<file path="config.mk">
export PLATFORM = sky130hd
export DESIGN_NAME = mdu_iter
export DESIGN_NICKNAME = d
export VERILOG_FILES = /design/src/rtl/mdu_iter.sv
export SDC_FILE = /design/constraint.sdc
export NUM_CORES = 1
export LEC_CHECK = 0
export ABC_AREA = 1
export BUFFER_PORTS_ARGS = -buffer_cell sky130_fd_sc_hd__buf_4
export CORE_UTILIZATION = 39
export CTS_BUF_LIST = sky130_fd_sc_hd__clkbuf_2
export DETAILED_ROUTE_END_ITERATION = 10
export HOLD_SLACK_MARGIN = 0.02
export PLACE_DENSITY = 0.56
export SLEW_MARGIN = 15
export SYNTH_ARGS = -nofsm -noshare
export SYNTH_HDL_FRONTEND = slang
export SYNTH_SLANG_ARGS = --single-unit
</file>
<file path="constraint.sdc">
create_clock -name clk -period 2.8 [get_ports clk]
set_clock_uncertainty 0.2 [all_clocks]
set_input_delay 0.42 -clock clk [delete_from_list [all_inputs] [get_ports clk]]
set_output_delay 0.42 -clock clk [all_outputs]
set_load 0.005 [all_outputs]
</file>
<file path="src/rtl/mdu_iter.sv">
// Iterative multiply/divide unit producing the architectural HI/LO pair.
// MULT/MULTU use shift-add and DIV/DIVU use restoring division. Each runs on
// unsigned magnitudes for W clocks, followed by one sign fix-up clock.
// MTHI/MTLO write HI/LO directly when the unit is idle.
module mdu_iter #(
  parameter int W  = 32,
  parameter int CW = 6
) (
  input  logic         clk,
  input  logic         clr,
  input  logic         start,
  input  logic [2:0]   op,
  input  logic [W-1:0] rs,
  input  logic [W-1:0] rt,
  output logic         busy,
  output logic         done,
  output logic [W-1:0] hi,
  output logic [W-1:0] lo
);

  localparam logic [2:0] OP_MULT  = 3'b000;
  localparam logic [2:0] OP_MULTU = 3'b001;
  localparam logic [2:0] OP_DIV   = 3'b010;
  localparam logic [2:0] OP_DIVU  = 3'b011;
  localparam logic [2:0] OP_MTHI  = 3'b100;
  localparam logic [2:0] OP_MTLO  = 3'b101;

  typedef enum logic [1:0] {IDLE, CALC, FIX} state_e;

  state_e           state_q, state_d;
  logic [CW-1:0]    cnt_q, cnt_d;
  logic [2*W-1:0]   work_q, work_d;   // {acc, multiplier} or {remainder, quotient}
  logic [W-1:0]     opb_q, opb_d;     // multiplicand or divisor magnitude
  logic [W-1:0]     rs_q, rs_d;       // original rs, returned as HI on divide by zero
  logic             is_div_q, is_div_d;
  logic             neg_a_q, neg_a_d;
  logic             neg_b_q, neg_b_d;
  logic [W-1:0]     hi_q, hi_d;
  logic [W-1:0]     lo_q, lo_d;
  logic             done_q, done_d;

  // Datapath intermediates
  logic             sgn;
  logic [W-1:0]     a_mag, b_mag;
  logic [W:0]       mul_sum;
  logic [2*W-1:0]   mul_next;
  logic [W:0]       div_shl;
  logic [W-1:0]     div_diff;
  logic             div_ge;
  logic [2*W-1:0]   div_next;
  logic [2*W-1:0]   prod_fix;
  logic [W-1:0]     quo, rem;

  assign busy = (state_q != IDLE);
  assign done = done_q;
  assign hi   = hi_q;
  assign lo   = lo_q;

  // State and datapath registers; reset aborts any operation in flight.
  // NOTE: sequential state uses non-blocking assignments so all registers update from pre-edge values.
  always_ff @(posedge clk or negedge clr) begin
    if (!clr) begin
      state_q  <= IDLE;
      cnt_q    <= '0;
      work_q   <= '0;
      opb_q    <= '0;
      rs_q     <= '0;
      is_div_q <= 1'b0;
      neg_a_q  <= 1'b0;
      neg_b_q  <= 1'b0;
      hi_q     <= '0;
      lo_q     <= '0;
      done_q   <= 1'b0;
    end else begin
      state_q  <= state_d;
      cnt_q    <= cnt_d;
      work_q   <= work_d;
      opb_q    <= opb_d;
      rs_q     <= rs_d;
      is_div_q <= is_div_d;
      neg_a_q  <= neg_a_d;
      neg_b_q  <= neg_b_d;
      hi_q     <= hi_d;
      lo_q     <= lo_d;
      done_q   <= done_d;
    end
  end

  // Next-state, iteration step and sign fix-up.
  // NOTE: every variable gets a default first so no path leaves one unassigned (no latches).
  always_comb begin
    state_d  = state_q;
    cnt_d    = cnt_q;
    work_d   = work_q;
    opb_d    = opb_q;
    rs_d     = rs_q;
    is_div_d = is_div_q;
    neg_a_d  = neg_a_q;
    neg_b_d  = neg_b_q;
    hi_d     = hi_q;
    lo_d     = lo_q;
    done_d   = 1'b0;

    // Operand magnitudes for signed ops
    sgn   = (op == OP_MULT) || (op == OP_DIV);
    a_mag = (sgn && rs[W-1]) ? -rs : rs;
    b_mag = (sgn && rt[W-1]) ? -rt : rt;

    // Shift-add step: add multiplicand when the multiplier LSB is set, then shift right
    mul_sum  = {1'b0, work_q[2*W-1:W]} + {1'b0, (work_q[0] ? opb_q : {W{1'b0}})};
    mul_next = {mul_sum, work_q[W-1:1]};

    // Restoring step: shift left, subtract divisor if it fits, shift in quotient bit
    div_shl  = {work_q[2*W-1:W], work_q[W-1]};
    div_ge   = (div_shl >= {1'b0, opb_q});
    div_diff = div_shl[W-1:0] - opb_q;
    div_next = div_ge ? {div_diff, work_q[W-2:0], 1'b1}
                      : {div_shl[W-1:0], work_q[W-2:0], 1'b0};

    // Sign fix-up candidates
    prod_fix = (neg_a_q ^ neg_b_q) ? -work_q : work_q;
    quo      = (neg_a_q ^ neg_b_q) ? -work_q[W-1:0] : work_q[W-1:0];
    rem      = neg_a_q ? -work_q[2*W-1:W] : work_q[2*W-1:W];

    unique case (state_q)
      IDLE: begin
        if (start) begin
          unique case (op)
            OP_MULT, OP_MULTU, OP_DIV, OP_DIVU: begin
              is_div_d = op[1];
              neg_a_d  = sgn && rs[W-1];
              neg_b_d  = sgn && rt[W-1];
              rs_d     = rs;
              work_d   = op[1] ? {{W{1'b0}}, a_mag} : {{W{1'b0}}, b_mag};
              opb_d    = op[1] ? b_mag : a_mag;
              cnt_d    = '0;
              state_d  = CALC;
            end
            OP_MTHI: hi_d = rs;
            OP_MTLO: lo_d = rs;
            default: ;
          endcase
        end
      end
      CALC: begin
        work_d = is_div_q ? div_next : mul_next;
        cnt_d  = cnt_q + CW'(1);
        if (cnt_q == CW'(W - 1)) begin
          cnt_d   = '0;
          state_d = FIX;
        end
      end
      FIX: begin
        if (is_div_q) begin
          if (opb_q == '0) begin
            lo_d = {W{1'b1}};
            hi_d = rs_q;
          end else begin
            lo_d = quo;
            hi_d = rem;
          end
        end else begin
          {hi_d, lo_d} = prod_fix;
        end
        done_d  = 1'b1;
        state_d = IDLE;
      end
      default: state_d = IDLE;
    endcase
  end

endmodule

</file>
Word-level counts from Yosys, hierarchy flattened
Cells that the tools add are included.
- memory bits (writable): 0
- output and inout port bits: 66
- logic and storage cells: 81
- ROM bits: 0
- memories kept: 0
- input port bits: 70
- flip-flop bits (word level): 204
- latch bits: 0
- shift-type cells: 0
- eq/ne operators: 13
- multipliers: 0
- $add $sub $neg: 8
- div/mod/pow operators: 0
- reduce and logical (&&, ||, !) cells: 15
- order comparisons: 1
- multiplexer cells: 32
- bitwise operators: 1
- operators with widths (cell ; number):
    $mux 32 ; 15
    $mux 64 ; 5
    $neg 32->32 ; 4
    $pmux 32 s2 ; 2
    $pmux 64 s2 ; 1
    $neg 64->64 ; 1
    $add 32x32->33 ; 1
    $ge 33x32->1 ; 1
    $logic_not 32->1 ; 1
    $sub 32x32->32 ; 1
    $mux 6 ; 3
    $reduce_and 3->1 ; 5
    $pmux 6 s2 ; 1
    $add 6x1->6 const B ; 1
    $eq 3x2->1 const B ; 2
    $eq 3x3->1 const B ; 2
    $eq 6x5->1 const B ; 1
    $mux 2 ; 3
    $ne 2x1->1 const B ; 3
    $reduce_bool 2->1 ; 3
    $ne 2x2->1 const B ; 2
    $pmux 2 s2 ; 1
    $reduce_or 4->1 ; 1
    $eq 3x1->1 const B ; 1
    other kinds (8) ; 9

Depth between registers and ports, before layout
- depth in word-level cells: 8
- depth in mapped cells: 20
- depth with buffers taken out: 18

Worst setup path after synthesis
No wires, ideal clock.
- path type: reg-to-reg
- start point: register work_q[0]
- end point: register work_q[63]
- arrival time: 2.406 ns
- cell stages (with the launch flop): 21
- setup time: 0.066 ns
- path slack: 0.129 ns
- path buffers: 2
- period minus slack after synthesis: 2.671 ns
- data required time: 2.534 ns
- cells stage by stage: dfrtp_1 > buf_6 > clkbuf_1 > nand2_1 > inv_1 > ha_1 > inv_1 > fa_1 > o21ai_0 > nand2_1 > nand2_1 > nand2_1 > nand2_1 > nand2_1 > nand2_1 > nand2_1 > nand2_1 > nand2_1 > inv_1 > nand2_1 > nand2_1
- cells in the longest elaborated chain, start to end: 4
- ends and longest elaborated chain (item ; line ; RTL):
    from (decl) ; 32 ; logic [2*W-1:0] work_q, work_d;
    from (signal assigned) ; 77 ; work_q <= work_d;
    $mux 32 ; 110 ; mul_sum = {1'b0, work_q[2*W-1:W]} + {1'b0, (work_q[0] ? opb_q : {W{1'b0}})};
    $add 32x32->33 ; 110 ;
    $mux 64 ; 146 ; work_d = is_div_q ? div_next : mul_next;
    $pmux 64 s2 ; 125 ; unique case (state_q)
Every way passes these cells.
A chain may end at the register's enable or synchronous reset.

Final worst setup path
- start point: register opb_q[27]
- end point: register lo_q[0], in the netlist lo[0]
- cells in the longest elaborated chain, start to end: 4
- ends and longest elaborated chain (item ; line ; RTL):
    from (decl) ; 33 ; logic [W-1:0] opb_q, opb_d;
    from (signal assigned) ; 78 ; opb_q <= opb_d;
    $logic_not 32->1 ; 155 ; if (opb_q == '0) begin
    $mux 32 ; 155 ;
    $mux 32 ; 154 ; if (is_div_q) begin
    $pmux 32 s2 ; 125 ;
    to (signal assigned) ; 84 ; lo_q <= lo_d;
    to (decl) ; 39 ; logic [W-1:0] lo_q, lo_d;
Every way passes these cells.

==> impl_metrics.csv <==
group,metric,value,unit
timing,setup_viol,4,
worst_setup_path,cp_data_required_time,3490,ps
clock_tree,clockBufferDepth,3,
power,p_leak,13.6,nW
worst_setup_path,criticalPathCategory,"flip-flop to flip-flop",
synth,yosysTopAreaCellShare,25.2,%
die,die_area,52900,um^2
layout,n_fill_cell,5357,
die,row_count,83,
timing,period_share,101,%
synth,ys_top_cells_by_area,"dfrtp_1 25%, nand2_1 20%, nand3_1 9.4%",
worst_setup_path,worstSetupStartpointType,"flip-flop",
place,dpl.hpwl,87600,um
synth,synth-seq-area-share,25.2,%
synth,synth_warnings,0,
synth,ys.flop_type,"dfrtp_1",
routing,dr.pass1.iters,7,
routing,via_count,26700,
worst_setup_path,crit_buf_inv,5,
min_path,min_path_cells,7,
timing,max_freq,0.354,GHz
timing,slew_violations,0,
synth,synth.largest_area_cell,"dfrtp_1",
die,ios,136,
run_status,status,"finished, violations left",
worst_setup_path,reg2reg_depth,12,
synth,ys_seq_elements,204,
run,cap_viol_max_count,0,
routing,vias_per_cell,5.58,
layout,synthToLayoutAreaGrowth,34.2,%
timing,grt_setup_unrepaired,"true",
global_routing,antenna_found_initial,2,
synth,synth_common_cells,"1053 x nand2_1, 489 x nor2_1, 424 x inv_1",
clock_tree,cts_made_buffers,66,
routing,drc,0,
routing,drt_iter0_markers,3242,
worst_setup_path,arrival,3520,ps
layout,layout.area.seq,5110,um^2
clock_tree,clkLatencyLatePin,1090,ps
worst_setup_path,cp_slowest_cell,"dfrtp_1",
global_routing,grt_pass1_wl,160000,um
worst_setup_path,crit_family,"simple AND/OR/NAND/NOR gates",
layout,drive_gt1_share,19.6,%
global_routing,grt_pass1_vias,25200,
synth,synth-async-reset-ratio,100,%
min_path,holdCritPathClass,"input port to flip-flop",
routing,wl,110000,um
die,initial_core_util,39.5,%
worst_setup_path,cp_cell_sequence,"inv_2 -> buf_4 -> nand4_1 -> nor2_1 -> nand2_1 -> nor2_4 -> nand2_4 -> inv_2 -> buf_12 -> buf_4 -> o21ai_1 -> a21oi_1",
worst_setup_path,rrSetupSlack,-20,ps
timing,holdWs,50.0,ps
clock_tree,cts_root_buf,"clkbuf_2",
run_status,violations,"setup timing",
worst_setup_path,crit_fanout,19,
timing,fin_ws,-24.8,ps
timing,tightest_slew,730,ps
clock_tree,cts_tree,"done",
min_path,min_to,"opb_q[12]$_DFFE_PN0P_",
synth,synth-edff-count,0,
routing,wl_per_cell,23.0,um
worst_setup_path,r2r_end,"lo[0]$_DFFE_PN0P_",
layout,multi_input_area,13700,um^2
layout,layout.nets,4203,
synth,syn-num-nets,3623,
clock_tree,clk_pin_slew,100,ps
global_routing,grt-ovfl-total,0,
synth,synth.most_common_cell,"nand2_1",
min_path,min_from,"rt[12]",
die,coreArea,51300,um^2
worst_setup_path,critPathMaxStageDelay,410,ps
die,die_w,230,um
worst_setup_path,rr_startpoint,"opb_q[27]$_DFFE_PN0P_",
synth,syn_inst,3482,
worst_setup_path,end_kind,"flip-flop",
synth,synth.avg_cell_area,5.82,um^2
power,irDropWorstVdd,0.267,mV
place,place.gp.congestion,1.07,
clock_tree,cts_sinks,204,
power,p_per_area,339,nW/um^2
layout,final_util,53.0,%
synth,synth.distinct_cells,48,
global_routing,grt_max_degree,82,
timing,slew_headroom,51.1,%
die,die_h,230,um
place,io_buffer_count,135,
synth,synth_area,20300,um^2
global_routing,grtUsageTotal,40.9,%
timing,hold_violations,0,
timing,layout_min_cycle_time,2820,ps
clock_tree,htree_levels,3,
routing,ant_nets,0,
## cell usage in the layout (no fill, tap or decap), types with 9 or more instances in the layout
master	count
a21oi_1	172
a21oi_2	21
a31oi_1	9
buf_12	14
buf_4	468
clkbuf_2	92
clkinv_1	11
dfrtp_1	198
dlygate4sd3_1	141
ha_1	38
ha_2	11
ha_4	20
inv_1	408
inv_2	21
nand2_1	1032
nand2_2	29
nand3_1	370
nand3_2	12
nand3b_1	13
nand4_1	52
nor2_1	454
nor2_2	41
nor2_4	18
nor3_1	27
o211ai_1	27
o21ai_0	206
o21ai_1	27
o221ai_1	10
or2_2	9
xnor2_1	10
xor2_1	68
## worst max path at each step
stage,from,end,slack [ps],cells after the start
6_report,opb_q[27]$_DFFE_PN0P_,lo[0]$_DFFE_PN0P_,-20,12
5_1_grt,work_q[0]$_DFFE_PN0P_,work_q[48]$_DFFE_PN0P_,-110,16
4_1_cts,work_q[0]$_DFFE_PN0P_,work_q[43]$_DFFE_PN0P_,-6,15
3_5_place_dp,work_q[0]$_DFFE_PN0P_,work_q[59]$_DFFE_PN0P_,-190,16
3_3_place_gp,work_q[0]$_DFFE_PN0P_,work_q[59]$_DFFE_PN0P_,-180,16
2_1_floorplan,work_q[0]$_DFFE_PN0P_,work_q[63]$_DFFE_PN0P_,130,20
## tightest hold or removal path: stages
cell	delay (ps)
buf_4	90
inv_1	40
nand3_1	70
nand2_1	130
dlymetal6s4s_1	350
nand2_1	90
o211ai_1	80
## stage by stage
step / power, mW / TNS [ps] / cell area (um^2) / std cells / setup slack [ps]
floorplan: 4.73 / 0 / 20300 / 3482 / 129
global placement: 6.16 / -782 / 24300 / 4512 / -177
detailed placement: 6.17 / -994 / 24300 / 4512 / -187
CTS: 9.00 / -6.10 / 26500 / 4774 / -6.10
global route: 9.63 / -260 / 27200 / 4788 / -110
finish: 9.21 / -60.3 / 27200 / 4790 / -24.8
## timing repair
action,in CTS,in global routing
buffers inserted,1,16
hold buffers,147,1
resized for setup,19,155
gates cloned,1,1
endpoints found under the hold margin,372,2
endpoints found under the setup margin,12,79
pin swaps,3,21
## logic make-up (layout without fill, tap and decap cells)
kind of cell | after synthesis | after routing | share of synthesized area, %
other cells | 0 | 3 | 0
xor+xnor | 78 | 78 | 3.37
flops | 204 | 204 | 25.2
simple gates | 2071 | 2073 | 42.8
buf+inv | 555 | 1178 | 10.7
fa+ha+maj | 71 | 71 | 4.46
compound gates | 503 | 503 | 13.4
## power breakdown
group | leakage [nW] | switching, mW | internal (mW)
combinational | 10.7 | 2.13 | 1.27
clock | 0.449 | 1.65 | 0.998
sequential | 2.37 | 0.109 | 3.06
total | 13.6 | 3.88 | 5.33
## area by class of cell
| cell class | count | area share [%] |
|---|---|---|
| diodes | 3 | 0.0276 |
| clock buffers | 92 | 1.69 |
| clock inverters | 21 | 0.493 |
| inverters | 437 | 6.14 |
| multi-input cells | 2725 | 50.3 |
| flip-flops and latches | 204 | 18.8 |
| well taps | 680 | 3.13 |
| repair buffers | 628 | 19.4 |
## state kept, by name, indices dropped and copies added (netlist names)
name,flops
cnt_q,6
done,1
hi,32
is_div_q,1
lo,32
neg_a_q,1
neg_b_q,1
opb_q,32
rs_q,32
state_q,2
work_q,64
## routing by layer
metal	vias to the layer above	share of wire [%]	GRT usage, %
li1	12400	-	-
met4	0	5.2	19.2
met1	12600	42	54.6
met3	287	11	11.1
met2	1395	42	60.8
met5	-	0	0
Note: power is estimated with default switching activity, not from simulation.
